--- src/rtl/pc_fetch_unit.sv ---
// rtl/pc_fetch_unit.sv - PC holder, instruction fetch handshake and next-PC selection
//
// Ports:
//   clk, reset_n          clock, asynchronous active-low reset
//   imem_req/addr         fetch request and word address (= pc)
//   imem_ready/rdata      memory data valid and instruction word
//   stall                 holds the EXEC state
//   jump/jumpReg          decoder jump controls (J/JAL, JR)
//   branchatall/bne/zero  conditional branch controls and ALU zero flag
//   jr_addr               JR target (register rs value)
//   instr_valid           instr fields valid (EXEC)
//   op/funct/rs/rt/rd     decoded instruction fields
//   imm16/target          immediate and jump target fields
//   pc/pc_plus4           current instruction address and link value
//   retired               completed instruction count
//   fetch_timeout         sticky fetch-wait timeout flag

module pc_fetch_unit #(
  parameter logic [31:0] RESET_PC = 32'h0000_0000,
  parameter int          WAIT_MAX = 16
) (
  input  logic        clk,
  input  logic        reset_n,
  output logic        imem_req,
  output logic [31:0] imem_addr,
  input  logic        imem_ready,
  input  logic [31:0] imem_rdata,
  input  logic        stall,
  input  logic        jump,
  input  logic        jumpReg,
  input  logic        branchatall,
  input  logic        bne,
  input  logic        zero,
  input  logic [31:0] jr_addr,
  output logic        instr_valid,
  output logic [5:0]  op,
  output logic [5:0]  funct,
  output logic [4:0]  rs,
  output logic [4:0]  rt,
  output logic [4:0]  rd,
  output logic [15:0] imm16,
  output logic [25:0] target,
  output logic [31:0] pc,
  output logic [31:0] pc_plus4,
  output logic [31:0] retired,
  output logic        fetch_timeout
);

  localparam logic [1:0] ST_BOOT  = 2'd0;
  localparam logic [1:0] ST_FETCH = 2'd1;
  localparam logic [1:0] ST_EXEC  = 2'd2;

  localparam int            CW       = $clog2(WAIT_MAX + 1);
  localparam logic [CW-1:0] WAIT_LIM = CW'(WAIT_MAX);

  logic [1:0]    state_q, state_d;
  logic [31:0]   pc_q, pc_d;
  logic [31:0]   instr_q, instr_d;
  logic [31:0]   retired_q, retired_d;
  logic [CW-1:0] wait_cnt_q, wait_cnt_d;
  logic          timeout_q, timeout_d;

  logic [31:0]   pc_plus4_w;
  logic [31:0]   branch_off;
  logic          branch_taken;
  logic [31:0]   next_pc;

  // Outputs decode directly from state so reset drops the request at once.
  assign imem_req      = (state_q == ST_FETCH);
  assign imem_addr     = pc_q;
  assign instr_valid   = (state_q == ST_EXEC);

  assign op            = instr_q[31:26];
  assign rs            = instr_q[25:21];
  assign rt            = instr_q[20:16];
  assign rd            = instr_q[15:11];
  assign funct         = instr_q[5:0];
  assign imm16         = instr_q[15:0];
  assign target        = instr_q[25:0];

  assign pc            = pc_q;
  assign pc_plus4      = pc_plus4_w;
  assign retired       = retired_q;
  assign fetch_timeout = timeout_q;

  assign pc_plus4_w    = pc_q + 32'd4;
  // Sign-extended word offset; modulo-2^32 add handles negative offsets.
  assign branch_off    = {{14{instr_q[15]}}, instr_q[15:0], 2'b00};
  assign branch_taken  = branchatall && (zero ^ bne);

  always_comb begin
    next_pc = pc_plus4_w;
    if (jumpReg) begin
      next_pc = {jr_addr[31:2], 2'b00};
    end else if (jump) begin
      next_pc = {pc_plus4_w[31:28], instr_q[25:0], 2'b00};
    end else if (branch_taken) begin
      next_pc = pc_plus4_w + branch_off;
    end
  end

  always_comb begin
    state_d    = state_q;
    pc_d       = pc_q;
    instr_d    = instr_q;
    retired_d  = retired_q;
    wait_cnt_d = wait_cnt_q;
    timeout_d  = timeout_q;
    case (state_q)
      ST_BOOT: begin
        state_d = ST_FETCH;
      end
      ST_FETCH: begin
        if (imem_ready) begin
          instr_d = imem_rdata;
          state_d = ST_EXEC;
        end else begin
          if (wait_cnt_q != WAIT_LIM) begin
            wait_cnt_d = wait_cnt_q + CW'(1);
          end
          if (wait_cnt_d == WAIT_LIM) begin
            timeout_d = 1'b1;
          end
        end
      end
      ST_EXEC: begin
        // Controls only matter on the edge that leaves EXEC.
        if (!stall) begin
          pc_d       = next_pc;
          retired_d  = retired_q + 32'd1;
          wait_cnt_d = '0;
          state_d    = ST_FETCH;
        end
      end
      default: begin
        state_d = ST_BOOT;
      end
    endcase
  end

  always_ff @(posedge clk or negedge reset_n) begin
    if (!reset_n) begin
      state_q    <= ST_BOOT;
      pc_q       <= RESET_PC;
      instr_q    <= 32'd0;
      retired_q  <= 32'd0;
      wait_cnt_q <= '0;
      timeout_q  <= 1'b0;
    end else begin
      state_q    <= state_d;
      pc_q       <= pc_d;
      instr_q    <= instr_d;
      retired_q  <= retired_d;
      wait_cnt_q <= wait_cnt_d;
      timeout_q  <= timeout_d;
    end
  end

endmodule
--- config.mk ---
export PLATFORM = sky130hd
export DESIGN_NAME = pc_fetch_unit
export DESIGN_NICKNAME = d
export VERILOG_FILES = /design/src/rtl/pc_fetch_unit.sv
export SDC_FILE = /design/constraint.sdc
export NUM_CORES = 1
export LEC_CHECK = 0
export ABC_CLOCK_PERIOD_IN_PS = 8200
export CAP_MARGIN = 20
export CORE_MARGIN = 8
export CORE_UTILIZATION = 40
export DETAILED_ROUTE_END_ITERATION = 8
export PLACE_DENSITY = 0.73
export SETUP_SLACK_MARGIN = 0.3
export SYNTH_ARGS = -nofsm -noshare
export SYNTH_HDL_FRONTEND = slang
export SYNTH_SLANG_ARGS = --single-unit
--- constraint.sdc ---
create_clock -name clk -period 8.2 [get_ports clk]
set_input_delay 0.82 -clock clk [delete_from_list [all_inputs] [get_ports clk]]
set_output_delay 0.82 -clock clk [all_outputs]
set_load 0.02 [all_outputs]
# After elaboration in Yosys (flattened, before gate mapping)
# Index checks and enable logic that the tools add are counted.
# word_totals
register_bits,104
out_inout_bits,200
# classes
n_addsub,4
eq_ne,7
muxes,12
n_bitwise,3
reduce_logical,8
# ops
operator,n
32-bit 2-to-1 mux,3
"32-bit by 1-bit adder with 32-bit output, second input constant",1
"32-bit by 3-bit adder with 32-bit output, second input constant",1
32-bit adder,1
5-bit 2-to-1 mux,5
5-bit case mux with 2 select lines,1
2-bit case mux with 3 select lines,1
2-bit AND reduction,3
3-bit AND reduction,2
"5-bit by 1-bit adder with 5-bit output, second input constant",1
"5-bit equality test, second input constant",1
"5-bit != test, second input constant",1
2-bit 2-to-1 mux,2
"2-bit != test, second input constant",2
"2-bit by 1-bit equality test with 1-bit output, second input constant",1
"2-bit equality test, second input constant",1
2-bit zero test,1
"2-bit by 1-bit != test with 1-bit output, second input constant",1
1-bit inverter,2
2-bit nonzero test,1
1-bit logical AND,1
1-bit XOR,1

# Logic depth before layout (Yosys ltp)
# depth
word_depth,6
mapped_depth,17

# Worst setup path before layout
# OpenSTA, ideal clock, no wires.
# synth_path
path_kind,register -> register
startpoint,register pc_q[4] (netlist: imem_addr[4])
endpoint,register pc_q[31] (netlist: imem_addr[31])
setup_time_ps,92
t_arrival_ps,4029
required_time_ps,8108
path_slack_ps,4079
stages_incl_launch_ff,15
path_buffers,0
period_less_slack_ps,4121
path_cell_list,dfrtp_1 > and3_1 > and2_1 > nand4_1 > nor3_1 > nand4_1 > xnor2_1 > ha_1 > nand3_1 > or4_1 > or3_1 > o21ai_1 > xor2_1 > and3_1 > o31ai_2
# synth_via
elab_chain_cells,5
# synth_lines
item,line_no,text
from (decl),57,"logic [31:0] pc_q, pc_d;"
from (signal assigned),151,pc_q <= pc_d;
32-bit by 3-bit adder with 32-bit output,86,assign pc_plus4_w = pc_q + 32'd4;
via pc_plus4[28],44,"output logic [31:0] pc_plus4,"
32-bit adder,98,next_pc = pc_plus4_w + branch_off;
32-bit 2-to-1 mux,97,end else if (branch_taken) begin
32-bit 2-to-1 mux,95,end else if (jump) begin
32-bit 2-to-1 mux,93,if (jumpReg) begin
# The timed path passes the listed nets, and every way through them passes these cells.
# A chain may end at the register's enable or synchronous reset.

# Worst setup path after layout
# layout_path
startpoint,register pc_q[4] (netlist: imem_addr[4])
endpoint,register pc_q[31] (netlist: imem_addr[31])
# layout_via
elab_chain_cells,5
# layout_lines
item,line_no
32-bit by 3-bit adder with 32-bit output *,86
32-bit adder,98
32-bit 2-to-1 mux,97
32-bit 2-to-1 mux *,95
32-bit 2-to-1 mux *,93
# Every way passes the cells marked *; elsewhere a longest branch is shown, timed or not.

==> results.py <==
metrics = {
    "outcome": {
        "status": "finished, final reports clean",
    },
    "detailed_routing": {
        "dr.pass1.iters": 5,
        "wl_met3_um": 1860,
        "via_per_inst": 5.59,
        "top_layer": "met4",
        "met1_length_um": 12100,
        "drt-total-wl_um": 26800,
        "drc": 0,
        "routed-wl-met2_um": 12400,
        "vias": 7025,
        "ant_nets": 0,
        "wire_per_inst_um": 21.4,
        "drtIter0Drc": 409,
    },
    "yosys": {
        "synthMuxAreaShare_pct": 5.14,
        "syn_area_mm2": 0.00743,
        "async_flop_share_pct": 100,
        "synth_edf_count": 0,
        "yosysSeqAreaShare_pct": 34.4,
        "synth.distinct_cells": 60,
        "synth_top_family_by_area": "compound AO/OA/AOI/OAI gates",
        "synthSimpleGateAreaFrac_pct": 16.4,
        "synthFlopType": "dfrtp_1",
        "synthAdderAreaFrac_pct": 6.84,
        "synth-compound-area-share_pct": 17.4,
        "yosysWarningCount": 0,
        "synth_xor_area_share_pct": 10.1,
        "synth.avg_cell_area_um2": 8.91,
        "syn_inst": 833,
        "ys_ff_latch": 102,
    },
    "die": {
        "die_w_um": 152,
        "die_h_um": 152,
        "core-area_mm2": 0.0185,
        "start_util_pct": 40.2,
        "dieArea_mm2": 0.0232,
        "pin_count": 273,
        "row_count": 50,
    },
    "timing": {
        "finalMaxSlewViolations": 0,
        "worstMarginPinSlew_ns": 1.03,
        "maxSlewHeadroom_pct": 31.1,
        "fin_ws_ns": 3.55,
        "finalHoldWorstSlack_ns": 0.418,
        "rsz0062_at_grt": "no",
        "setup_viol": 0,
        "fin_setup_tns_ns": 0,
        "min_period_ns": 4.65,
        "fmax_mhz": 215,
        "finalHoldViolations": 0,
        "skew_ns": 0.0106,
        "post-route-period-util_pct": 56.7,
    },
    "grt": {
        "overflow": 0,
        "grt_first_pass_wirelength_um": 41800,
        "grt_usage_pct": 22.7,
        "grt_pass1_vias": 7079,
        "grt_antenna_before_repair": 0,
        "grt_max_degree": 71,
    },
    "cts": {
        "cts_root_buf": "clkbuf_16",
        "cts_sinks": 102,
        "insertion_delay_ns": 0.36,
        "hold_buffers": 0,
        "clkTransAtPathRegs_ns": 0.08,
        "cts_setup_buffers": 0,
        "cts_buffers": 9,
        "clockBufferDepth": 2,
        "cts_resized": 0,
        "cts_tree": "done",
        "cts_max_level": 3,
    },
    "setup_path": {
        "cp.arrival_ns": 4.92,
        "end_kind": "register",
        "crit_fanout": 7,
        "startpoint_type": "register",
        "worstSetupPathType": "register to register",
        "worstPathRequired_ns": 8.47,
    },
    "worst_hold_path": {
        "min_path_type": "primary input to async pin",
    },
    "pwr": {
        "ir_drop_v": 0.000257,
        "finalPower_mw": 4.60,
        "pwr_density_cell_mw_per_mm2": 457,
        "leakage_nw": 4.19,
    },
    "layout": {
        "syn2layout_area_growth_pct": 35.5,
        "instances_no_fill": 1257,
        "drive_gt1_share_pct": 3.62,
        "antenna_cells": 0,
        "fillCellCount": 1724,
        "fin_nets": 1131,
    },
    "placement": {
        "buffer_ports.inserted": 264,
        "place_inst": 1241,
        "pre_cts_slack_ns": 3.63,
        "place.gp.congestion": 0.936,
        "dp_hpwl_um": 20100,
    },
    "job": {
        "maxCapViolCount": 0,
    },
}
registers in the layout (all words and copies together) (netlist names):
register / flops
instr_q: 32
retired: 32
imem_addr: 30
wait_cnt_q: 5
state_q: 2
fetch_timeout: 1
logic make-up (layout without fill, tap and decap cells):
family                     after synthesis  in the layout
AOI/OAI and AO/OA                      198            198
xor gates and xnor gates                86             86
adders and majority gates               40             40
buffers and inverters                  117            302
DFF                                    102            102
muxes                                   34             34
other                                    1              6
and+or+nand+nor                        255            255
cell type report:
cell class	instances	area, um^2	area share [%]
Tap cell	234	293	2.91
Multi-Input combinational cell	619	4190	41.6
Clock inverter	7	63.8	0.634
Clock buffer	9	225	2.24
Sequential cell	102	2550	25.4
Inverter	17	63.8	0.634
Timing Repair Buffer	269	2680	26.6
Yosys cell counts (all sizes together), types with 3 or more instances:
| library cell | n | area share, % |
|---|---|---|
| a211oi | 10 | 1.0 |
| a21o | 17 | 1.7 |
| a21oi | 55 | 3.7 |
| a221oi | 4 | 0.71 |
| a31o | 3 | 0.35 |
| a31oi | 9 | 0.76 |
| and2 | 6 | 0.51 |
| and3 | 22 | 1.9 |
| and4 | 5 | 0.59 |
| buf | 78 | 7.6 |
| clkbuf | 22 | 1.1 |
| dfrtp | 102 | 34 |
| ha | 39 | 6.6 |
| inv | 15 | 0.76 |
| mux2 | 33 | 5.0 |
| nand2 | 76 | 3.8 |
| nand2b | 4 | 0.34 |
| nand3 | 38 | 2.6 |
| nand4 | 17 | 1.4 |
| nor2 | 56 | 2.8 |
| nor2b | 7 | 0.59 |
| nor3 | 11 | 0.74 |
| nor4 | 3 | 0.25 |
| o211a | 3 | 0.40 |
| o211ai | 8 | 0.81 |
| o21ai | 47 | 3.2 |
| o221ai | 8 | 0.94 |
| o22ai | 11 | 0.93 |
| o31ai | 3 | 0.56 |
| or3 | 8 | 0.67 |
| xnor2 | 57 | 6.7 |
| xor2 | 29 | 3.4 |
where the power goes:
group          switching, mW  total, mW  internal, mW
Combinational           1.74       3.17          1.44
Sequential             0.314      0.985         0.672
Clock                  0.228      0.443         0.215
through the flow:
step	util, %	cell area [um^2]
finish	54.5	10100
global route	54.5	10100
CTS	54.5	10100
detailed placement	53.0	9770
global placement	53.0	9770
floorplan	-	7440
per-layer routing:
metal  vias up  track usage, %
li1       3284               -
met1      3427            28.7
met2       282            37.6
met3        32            5.59
met4         0            6.71
met5         -               0
worst paths after layout:
kind                                           from                         to  slack (ns)  cells past startpoint
setup / recovery           imem_addr[4]$_DFFE_PN0P_  imem_addr[31]$_DFFE_PN0P_        3.55                     14
hold reg to reg             retired[31]$_DFFE_PN0P_    retired[31]$_DFFE_PN0P_        0.47                      1
hold / removal                              reset_n    retired[25]$_DFFE_PN0P_        0.42                      1
min in group clk            retired[31]$_DFFE_PN0P_    retired[31]$_DFFE_PN0P_        0.47                      1
max in group asynchronous                   reset_n   imem_addr[3]$_DFFE_PN0P_        6.47                      2
setup reg to reg           imem_addr[4]$_DFFE_PN0P_  imem_addr[31]$_DFFE_PN0P_        3.55                     14
worst max-delay path, stage by stage (launching register included):
cell     delay [ns]
dfrtp_1        0.48
and3_1         0.22
and2_1         0.23
nand4_1        0.44
nor3_1         0.66
nand3_1        0.17
xnor2_1        0.40
ha_1           0.30
nand3_1        0.16
or4_1          0.44
or3_1          0.31
o21ai_1        0.20
xor2_1         0.11
and3_1         0.24
o31ai_2        0.20
layout by cell type (no fill, tap or decap), types with 29 or more instances in the layout:
cell | netlist | layout
mux2_1 | 30 | 30
xnor2_1 | 57 | 57
xor2_1 | 29 | 29
nand3_1 | 38 | 38
ha_1 | 39 | 39
a21oi_1 | 55 | 55
nor2_1 | 56 | 56
nand2_1 | 76 | 75
dfrtp_1 | 102 | 102
clkdlybuf4s50_1 | 0 | 263
Power figures use the tool's default switching activity.
